==> src/rtl/mul_ctrl_if.sv <==
// Execute-stage / iterative-multiplier handshake bundle for mul_ctrl.
// slave is the controller side, master is the pipeline+multiplier side.
interface mul_ctrl_if;
    logic        valid_i;
    logic [1:0]  funct_i;
    logic [31:0] rs1_i;
    logic [31:0] rs2_i;
    logic        flush_i;
    logic        stall_o;
    logic        start_o;
    logic [31:0] op1_o;
    logic [31:0] op2_o;
    logic [1:0]  mul_opcode_o;
    logic [63:0] prod_i;
    logic        ready_i;
    logic [31:0] result_o;
    logic        result_valid_o;

    modport slave (
        input  valid_i, funct_i, rs1_i, rs2_i, flush_i, prod_i, ready_i,
        output stall_o, start_o, op1_o, op2_o, mul_opcode_o, result_o, result_valid_o
    );

    modport master (
        output valid_i, funct_i, rs1_i, rs2_i, flush_i, prod_i, ready_i,
        input  stall_o, start_o, op1_o, op2_o, mul_opcode_o, result_o, result_valid_o
    );
endinterface

==> src/rtl/mul_ctrl.sv <==
// RV32M multiply sequencer: converts signed operands to magnitudes, drives an
// unsigned iterative multiplier, and re-applies the sign to the 64-bit product.
module mul_ctrl (
    input  logic      clk,
    input  logic      rst,
    mul_ctrl_if.slave bus
);
    typedef enum logic [1:0] {IDLE, START, WAIT, DONE} state_t;

    state_t      state;
    logic [1:0]  funct_q;
    logic        neg_q;
    logic        start_q;
    logic        rvalid_q;
    logic [31:0] op1_q;
    logic [31:0] op2_q;
    logic [31:0] result_q;

    logic        sgn1;
    logic        sgn2;
    logic        neg1;
    logic        neg2;
    logic [31:0] mag1;
    logic [31:0] mag2;
    logic        zero_op;
    logic        accept;
    logic [63:0] prod_adj;
    logic [31:0] res_sel;

    // MULH: both signed; MULHSU: rs1 only; MUL/MULHU: neither
    always_comb begin
        sgn1    = (bus.funct_i == 2'b01) || (bus.funct_i == 2'b10);
        sgn2    = (bus.funct_i == 2'b01);
        neg1    = sgn1 & bus.rs1_i[31];
        neg2    = sgn2 & bus.rs2_i[31];
        mag1    = neg1 ? (~bus.rs1_i + 32'd1) : bus.rs1_i;
        mag2    = neg2 ? (~bus.rs2_i + 32'd1) : bus.rs2_i;
        zero_op = (bus.rs1_i == 32'd0) || (bus.rs2_i == 32'd0);
        accept  = bus.valid_i && !bus.flush_i;
    end

    always_comb begin
        prod_adj = neg_q ? (~bus.prod_i + 64'd1) : bus.prod_i;
        res_sel  = (funct_q == 2'b00) ? prod_adj[31:0] : prod_adj[63:32];
    end

    // A flush releases the pipeline in the same cycle it kills the multiply.
    always_comb begin
        bus.stall_o = !bus.flush_i &&
                      (((state == IDLE) && bus.valid_i) || (state == START) || (state == WAIT));
    end

    assign bus.start_o        = start_q;
    assign bus.op1_o          = op1_q;
    assign bus.op2_o          = op2_q;
    assign bus.result_o       = result_q;
    assign bus.result_valid_o = rvalid_q;
    assign bus.mul_opcode_o   = 2'b00;

    always_ff @(posedge clk or negedge rst) begin
        if (!rst) begin
            state    <= IDLE;
            funct_q  <= 2'b00;
            neg_q    <= 1'b0;
            start_q  <= 1'b0;
            rvalid_q <= 1'b0;
            op1_q    <= 32'd0;
            op2_q    <= 32'd0;
            result_q <= 32'd0;
        end else begin
            case (state)
                IDLE: begin
                    start_q  <= 1'b0;
                    rvalid_q <= 1'b0;
                    if (accept) begin
                        funct_q <= bus.funct_i;
                        neg_q   <= neg1 ^ neg2;
                        op1_q   <= mag1;
                        op2_q   <= mag2;
                        if (zero_op) begin
                            // product is known to be zero; skip the multiplier
                            result_q <= 32'd0;
                            rvalid_q <= 1'b1;
                            state    <= DONE;
                        end else begin
                            start_q <= 1'b1;
                            state   <= START;
                        end
                    end
                end
                START: begin
                    start_q <= 1'b0;
                    state   <= bus.flush_i ? IDLE : WAIT;
                end
                WAIT: begin
                    if (bus.flush_i) begin
                        state <= IDLE;
                    end else if (bus.ready_i) begin
                        result_q <= res_sel;
                        rvalid_q <= 1'b1;
                        state    <= DONE;
                    end
                end
                DONE: begin
                    rvalid_q <= 1'b0;
                    state    <= IDLE;
                end
                default: state <= IDLE;
            endcase
        end
    end
endmodule

==> src/flat_wrapper.sv <==
// flat-port wrapper written by rule: the top's interface ports become plain ports
module mul_ctrl_flat 
  (clk, rst, bus_valid_i, bus_funct_i, bus_rs1_i, bus_rs2_i, bus_flush_i, bus_prod_i, bus_ready_i, bus_stall_o, bus_start_o, bus_op1_o, bus_op2_o, bus_mul_opcode_o, bus_result_o, bus_result_valid_o);
  mul_ctrl_if bus_i ();
  input  logic clk;
  input  logic rst;
  input wire logic [$bits(bus_i.valid_i)-1:0] bus_valid_i;
  input wire logic [$bits(bus_i.funct_i)-1:0] bus_funct_i;
  input wire logic [$bits(bus_i.rs1_i)-1:0] bus_rs1_i;
  input wire logic [$bits(bus_i.rs2_i)-1:0] bus_rs2_i;
  input wire logic [$bits(bus_i.flush_i)-1:0] bus_flush_i;
  input wire logic [$bits(bus_i.prod_i)-1:0] bus_prod_i;
  input wire logic [$bits(bus_i.ready_i)-1:0] bus_ready_i;
  output wire logic [$bits(bus_i.stall_o)-1:0] bus_stall_o;
  output wire logic [$bits(bus_i.start_o)-1:0] bus_start_o;
  output wire logic [$bits(bus_i.op1_o)-1:0] bus_op1_o;
  output wire logic [$bits(bus_i.op2_o)-1:0] bus_op2_o;
  output wire logic [$bits(bus_i.mul_opcode_o)-1:0] bus_mul_opcode_o;
  output wire logic [$bits(bus_i.result_o)-1:0] bus_result_o;
  output wire logic [$bits(bus_i.result_valid_o)-1:0] bus_result_valid_o;
  assign bus_i.valid_i = bus_valid_i;
  assign bus_i.funct_i = bus_funct_i;
  assign bus_i.rs1_i = bus_rs1_i;
  assign bus_i.rs2_i = bus_rs2_i;
  assign bus_i.flush_i = bus_flush_i;
  assign bus_i.prod_i = bus_prod_i;
  assign bus_i.ready_i = bus_ready_i;
  assign bus_stall_o = bus_i.stall_o;
  assign bus_start_o = bus_i.start_o;
  assign bus_op1_o = bus_i.op1_o;
  assign bus_op2_o = bus_i.op2_o;
  assign bus_mul_opcode_o = bus_i.mul_opcode_o;
  assign bus_result_o = bus_i.result_o;
  assign bus_result_valid_o = bus_i.result_valid_o;
  mul_ctrl u_core (.clk(clk), .rst(rst), .bus(bus_i));
endmodule
==> config.mk <==
export PLATFORM = sky130hd
export DESIGN_NAME = mul_ctrl_flat
export DESIGN_NICKNAME = d
export VERILOG_FILES = /design/src/rtl/mul_ctrl_if.sv /design/src/rtl/mul_ctrl.sv /design/src/flat_wrapper.sv
export SDC_FILE = /design/constraint.sdc
export NUM_CORES = 1
export LEC_CHECK = 0
export ABC_AREA = 1
export CAP_MARGIN = 10
export CORE_MARGIN = 3
export CORE_UTILIZATION = 50
export DETAILED_ROUTE_END_ITERATION = 12
export DONT_BUFFER_PORTS = 1
export GPL_TIMING_DRIVEN = 0
export HOLD_SLACK_MARGIN = 0.06
export SLEW_MARGIN = 0
export SYNTH_ARGS = -nofsm -noshare
export SYNTH_HDL_FRONTEND = slang
export SYNTH_SLANG_ARGS = --single-unit
==> constraint.sdc <==
create_clock -name clk -period 2.87 [get_ports clk]
set_clock_uncertainty 0.2 [all_clocks]
set_input_delay 0.574 -clock clk [delete_from_list [all_inputs] [get_ports clk]]
set_output_delay 0.574 -clock clk [all_outputs]
set_load 0.02 [all_outputs]
==> flow_summary.yaml, run 1 <==
power_and_ir_drop:
  vdd_drop_max_mv: 0.332
  finalPower_mw: 5.17
  p_leak_nw: 4.16
  powerDensity_nw_per_um2: 587
sta:
  period_minus_slack_ns: 2.35
  whs_ns: -0.284
  post-route-period-util_pct: 81.9
  fin_tns_setup_ns: 0
  finalHoldViolCount: 103
  worst_pin_slew_ns: 0.779
  rsz0062_at_grt: "false"
  relSlewSlack_pct: 48.1
  timing.fmax_mhz: 426
  setup_viol: 0
  final.setup.worst_slack_ns: 0.521
  slew_violations: 0
clocking:
  clk_pin_slew_ns: 0.08
  postCtsSetupBuffers: 0
  cts_root_buf: "clkbuf_16"
  ctsResizeCount: 0
  clockBufferDepth: 2
  cts_max_level: 3
  cts_tree: "built"
  clock_latency_ns: 0.36
  cts_buffers: 9
  clock_sinks: 103
floorplanning:
  io_pins: 236
  num_rows: 46
  die_w_microns: 134
  chipHeight_microns: 134
  die_area_sq_um: 18000
  core_area_sq_um: 16000
  start_util_pct: 51.4
setup_path:
  criticalPathCategory: "register to output port"
  cp_max_fo: 6
  path_buf_inv: 1
  timing.rr.start: "u_core.state[1]"
  max_stage_delay_ns: 0.52
  reg2reg_depth: 9
  critPathSlowestCell: "dfrtp_1"
  path_common_cell: "o21ai_0"
  crit_chain: "inv_1 -> nor2_1 -> o21ai_0 -> o21ai_0"
  crit_arrival_ns: 1.58
  cp_top_family: "flip-flops"
  cp.depth: 4
  cp-start-kind: "register"
  endpoint_kind: "output port"
  cp.required_ns: 2.10
  r2r_end: "u_core.bus.result_o[10]"
  reg2reg_slack_ns: 0.67
synth:
  syn_area_sq_um: 8230
  synth_flop_cell: "dfrtp_1"
  synth_top_cells_by_area: "dfrtp_1 31%, nand2_1 19%, nand3_1 9.8%, nor2_1 7.8%, inv_1 5.7%"
  yosys-top-cells-count: "415 x nand2_1, 172 x nor2_1, 161 x nand3_1"
  syn_inst: 1320
  synth_top_cell_by_area: "dfrtp_1"
  yosysSeqAreaShare_pct: 31.3
  yosysMostFrequentCell: "nand2_1"
  syn_area_per_cell_sq_um: 6.24
  synth_edf_count: 0
  synthDistinctLibCells: 42
  synth_top_cell_area_share_pct: 31.3
  synthArstFlopShare_pct: 100
  synth-seq-cells: 103
  yosysWarningCount: 0
placed_design:
  hpwl_mm: 23.8
  gp_congestion: 0.976
  port-buffer-count: 0
  dp_slack_ns: 0.246
layout:
  drive_above_1_share_pct: 7.48
  num_antenna_cells: 0
  areaGrowthSynthToFinish_pct: 7.15
  nNetsFinal: 1471
flow_run:
  max_cap_violations: 0
grt:
  grt_pass1_vias: 8383
  grt_first_pass_wirelength_mm: 45.6
  grt_overflow: 0
  grt_start_max_net_pins: 104
  grt_antenna_before_repair: 0
  grt.total_usage_pct: 32.4
hold_path:
  hold_class: "primary input to asynchronous set/reset pin"
detailed_routing:
  via_count: 8649
  routed_wl_mm: 29.3
  drt_iter0_markers: 629
  via_per_inst: 5.57
  dr.pass1.iters: 7
  drcViolationCount: 0
  wl_per_cell_microns: 18.9
  antenna_left: 0
status:
  outcome: "finished, violations left"
  violations: "negative hold slack"
per-stage QoR:
| stage | area [sq um] | std cells | hold WS (ns) | utilization, % |
|---|---|---|---|---|
| floorplan | 8230 | 1321 | 0.0784 | - |
| global placement | 8500 | 1537 | 0.0829 | 53.2 |
| detailed placement | 8500 | 1537 | 0.0833 | 53.2 |
| CTS | 8820 | 1553 | -0.306 | 55.1 |
| global route | 8820 | 1553 | -0.311 | 55.1 |
| finish | 8820 | 1553 | -0.284 | 55.1 |
registers in the layout, summed over array words and instances, names as in the netlist:
signal	flops
u_core.bus.op1_o	32
u_core.bus.op2_o	32
u_core.bus.result_o	32
u_core.bus.result_valid_o	1
u_core.bus.start_o	1
u_core.funct_q	2
u_core.neg_q	1
u_core.state	2
layout by cell type, fill, tap and decap left out, types with 2 or more instances in the layout:
master     instances
nor2_4             7
o41ai_1            2
clkinv_1           3
a21oi_1           38
o21ai_0           86
buf_4              2
dfrtp_1          103
a31oi_1            7
conb_1             2
inv_6              2
nor2_1           172
nand3_2            4
nor3_1            10
nand2_1          415
o31ai_1            2
xnor2_1            8
o21ai_4            3
nand4_1           14
nor4_1             3
or2_2              2
buf_2             15
ha_1               4
xor2_1            32
nand3_1          161
clkbuf_16          9
nand2_2           18
o21ai_2            3
o211ai_1           4
clkbuf_1          16
inv_2              4
o21ai_1            6
inv_1            125
buf_1              6
nor2_2            18
nand3b_1          14
buf_6              4
layout make-up:
cell class	count	area, sq um
clock buffers	10	239
inverters	132	495
clock inverters	6	75.1
multi-input cells	1043	4940
flip-flops and latches	103	2580
fillers	1647	7180
well taps	216	270
plain buffers	43	218
kinds of logic (layout without fill, tap and decap cells):
group                    count (synthesis)  in the layout  share of synthesized area, %
AND/OR/NAND/NOR                        845            845                          44.9
buffers and inverters                  175            191                          8.67
AO/OA/AOI/OAI                          152            152                          10.2
flip-flops                             103            103                          31.3
XOR/XNOR                                40             40                          4.26
adder cells (fa/ha/maj)                  4              4                         0.608
other                                    1              2                        0.0456
worst max-delay path by stage:
stage,startpoint,slack (ns),to
after floorplan,bus_funct_i[1],0.75,u_core.bus.op1_o[15]
final,u_core.state[1],0.52,bus_stall_o
after CTS,u_core.state[1],0.52,bus_stall_o
after global routing,u_core.state[1],0.37,bus_stall_o
after global placement,bus_prod_i[1],0.25,u_core.bus.result_o[14]
after detailed placement,bus_prod_i[1],0.25,u_core.bus.result_o[14]
report_power, final:
part | internal [mW] | switching (mW)
clock | 0.715 | 0.584
sequential | 1.80 | 0.721
combinational | 0.474 | 0.875
total | 2.99 | 2.18
metal layers:
layer  part of all wire [%]  global-route usage [%]  up-vias
met5                      0                       0        -
met4                    3.9                    13.1        0
met3                    8.9                    8.89       56
met2                     47                    54.8      358
met1                     40                    39.1     3966
li1                       -                       -     4269
(Power assumes the default switching activity.)
==> inputs of run 2 (changes only) <==
PLACE_DENSITY = 0.68   (was not set)
clock period = 2.1 ns   (was 2.87 ns; I/O delays follow)
==> flow_summary.yaml, run 2 (synthesis gave the netlist of run 1 again) <==
status:
  outcome: "finished, violations left"
  violations: "negative hold slack"
floorplanning:
  core_area_sq_um: 16000
  die_area_sq_um: 18000
  num_rows: 46
  io_pins: 236
  start_util_pct: 51.4
  die_w_microns: 134
  chipHeight_microns: 134
grt:
  grt_busiest_layer: "met2"
  met1_usage_pct: 40.6
  grt_first_pass_wirelength_mm: 45.5
  grt_use_met2_pct: 54.5
  grt_pass1_vias: 8232
  grt_antenna_before_repair: 0
  use_met3_pct: 9.26
  grt_start_max_net_pins: 104
  grt.total_usage_pct: 32.4
  grt_overflow: 0
sta:
  relSlewSlack_pct: 55.1
  period_minus_slack_ns: 2.00
  whs_ns: -0.469
  setup_viol: 0
  timing.fmax_mhz: 500
  worst_pin_slew_ns: 0.674
  rsz0062_at_grt: "true"
  slew_violations: 0
  finalHoldViolCount: 103
  post-route-period-util_pct: 95.2
clocking:
  clockBufferDepth: 2
  cts-hold-fix-buffers: 29
  clock_latency_ns: 0.37
  clk_pin_slew_ns: 0.08
  cts_buffers: 9
  cts_tree: "built"
  cts_root_buf: "clkbuf_16"
  cts_max_level: 3
  clock_sinks: 103
power_and_ir_drop:
  finalPower_mw: 7.04
  vdd_drop_max_mv: 0.439
  powerDensity_nw_per_um2: 769
  p_leak_nw: 4.31
setup_path:
  cp_max_fo: 6
  endpoint_kind: "register"
  cp-start-kind: "primary input"
  crit_arrival_ns: 2.05
  r2r_end: "u_core.bus.result_o[11]"
  reg2reg_slack_ns: 0.12
  reg2reg_depth: 9
  criticalPathCategory: "primary input to register"
  cp.required_ns: 2.16
  timing.rr.start: "u_core.state[1]"
detailed_routing:
  via_count: 8794
  dr.pass1.iters: 5
  routed_wl_mm: 29.7
  antenna_left: 0
  drcViolationCount: 0
  drt_iter0_markers: 732
  via_per_inst: 5.54
  wl_per_cell_microns: 18.8
layout:
  nFillCells: 1668
  ff_latch_area_sq_um: 2580
  num_antenna_cells: 0
  nNetsFinal: 1504
  mostFrequentLayoutCell: "nand2_1"
  areaGrowthSynthToFinish_pct: 11.2
  drive_above_1_share_pct: 8.39
  fin_area_sq_um: 9150
  final_cell_mix: "415 x nand2_1, 170 x nor2_1, 161 x nand3_1, 125 x inv_1, 102 x dfrtp_1"
  multi_input_area_sq_um: 4970
flow_run:
  max_cap_violations: 0
placed_design:
  hpwl_mm: 23.5
  gp_congestion: 0.999
  port-buffer-count: 0
  dpl_cell_area_sq_um: 8500
hold_path:
  hold_class: "primary input to asynchronous set/reset pin"
-- run 2: cell types whose count changed in the layout (fill, tap and decap cells not counted), moves of 3 or more --
cell,change
dlygate4sd3_1,+29
o21ai_0,-3
clkbuf_1,-5
clkbuf_2,+6
buf_4,+3
-- run 2: area by class of cell --
type | count | share of cell area (%)
plain buffers | 43 | 2.46
clock inverters | 7 | 0.615
repair buffers | 33 | 3.64
well taps | 216 | 2.95
multi-input cells | 1043 | 54.3
inverters | 132 | 5.41
clock buffers | 9 | 2.46
flip-flops and latches | 103 | 28.2
-- run 2: worst max path at each step --
stage                            from                 endpoint  slack, ns  cells after the start
floorplan              bus_funct_i[1]     u_core.bus.op1_o[15]       0.14                      8
global placement        bus_prod_i[1]  u_core.bus.result_o[24]      -0.36                     11
detailed placement      bus_prod_i[1]  u_core.bus.result_o[24]      -0.34                     11
CTS                   u_core.state[1]              bus_stall_o      0.008                      4
global route        u_core.funct_q[1]   u_core.bus.result_o[6]     -0.008                      6
finish                  bus_prod_i[1]   u_core.bus.result_o[8]       0.10                     11
-- run 2: power by group --
group          total [mW]  switching (mW)  internal [mW]  leakage [nW]
combinational        1.91            1.21          0.697          2.88
clock                1.67           0.852          0.820         0.135
sequential           3.46           0.991           2.47          1.29
total                7.04            3.05           3.98          4.31
-- run 2: worst max-delay path, cell delays in order --
cell,delay (ns)
inv_1,0.09
ha_1,0.24
nand2_1,0.16
nor2_4,0.20
nand2_1,0.07
nor2_1,0.27
nand3_1,0.21
nand3_1,0.12
nand2_1,0.06
o21ai_1,0.16
nand2_1,0.07
-- run 2: per-layer routing --
layer / wire, microns / share of wire [%]
met5: 0 / 0
met4: 814 / 2.7
met3: 3130 / 11
met2: 14200 / 48
met1: 11600 / 39
-- run 2: timing repair --
| action | in CTS | in global routing |
|---|---|---|
| resized for setup | 6 | 13 |
| hold endpoints to repair | 132 | 103 |
| buffers inserted | 0 | 4 |
| setup endpoints to repair | 5 | 70 |
| pin swaps | 0 | 2 |
-- run 2: per-stage QoR --
step / utilization (%) / setup slack [ns] / hold WS (ns) / TNS, ns / instances
after detailed placement: 53.2 / -0.344 / -0.0727 / -7.91 / 1537
after CTS: 56.8 / 0.00812 / -0.470 / 0 / 1582
after global placement: 53.2 / -0.357 / -0.0734 / -7.70 / 1537
after floorplan: - / 0.137 / -0.0756 / 0 / 1321
final: 57.2 / 0.100 / -0.469 / 0 / 1586
after global routing: 57.2 / -0.00812 / -0.471 / -0.0110 / 1586
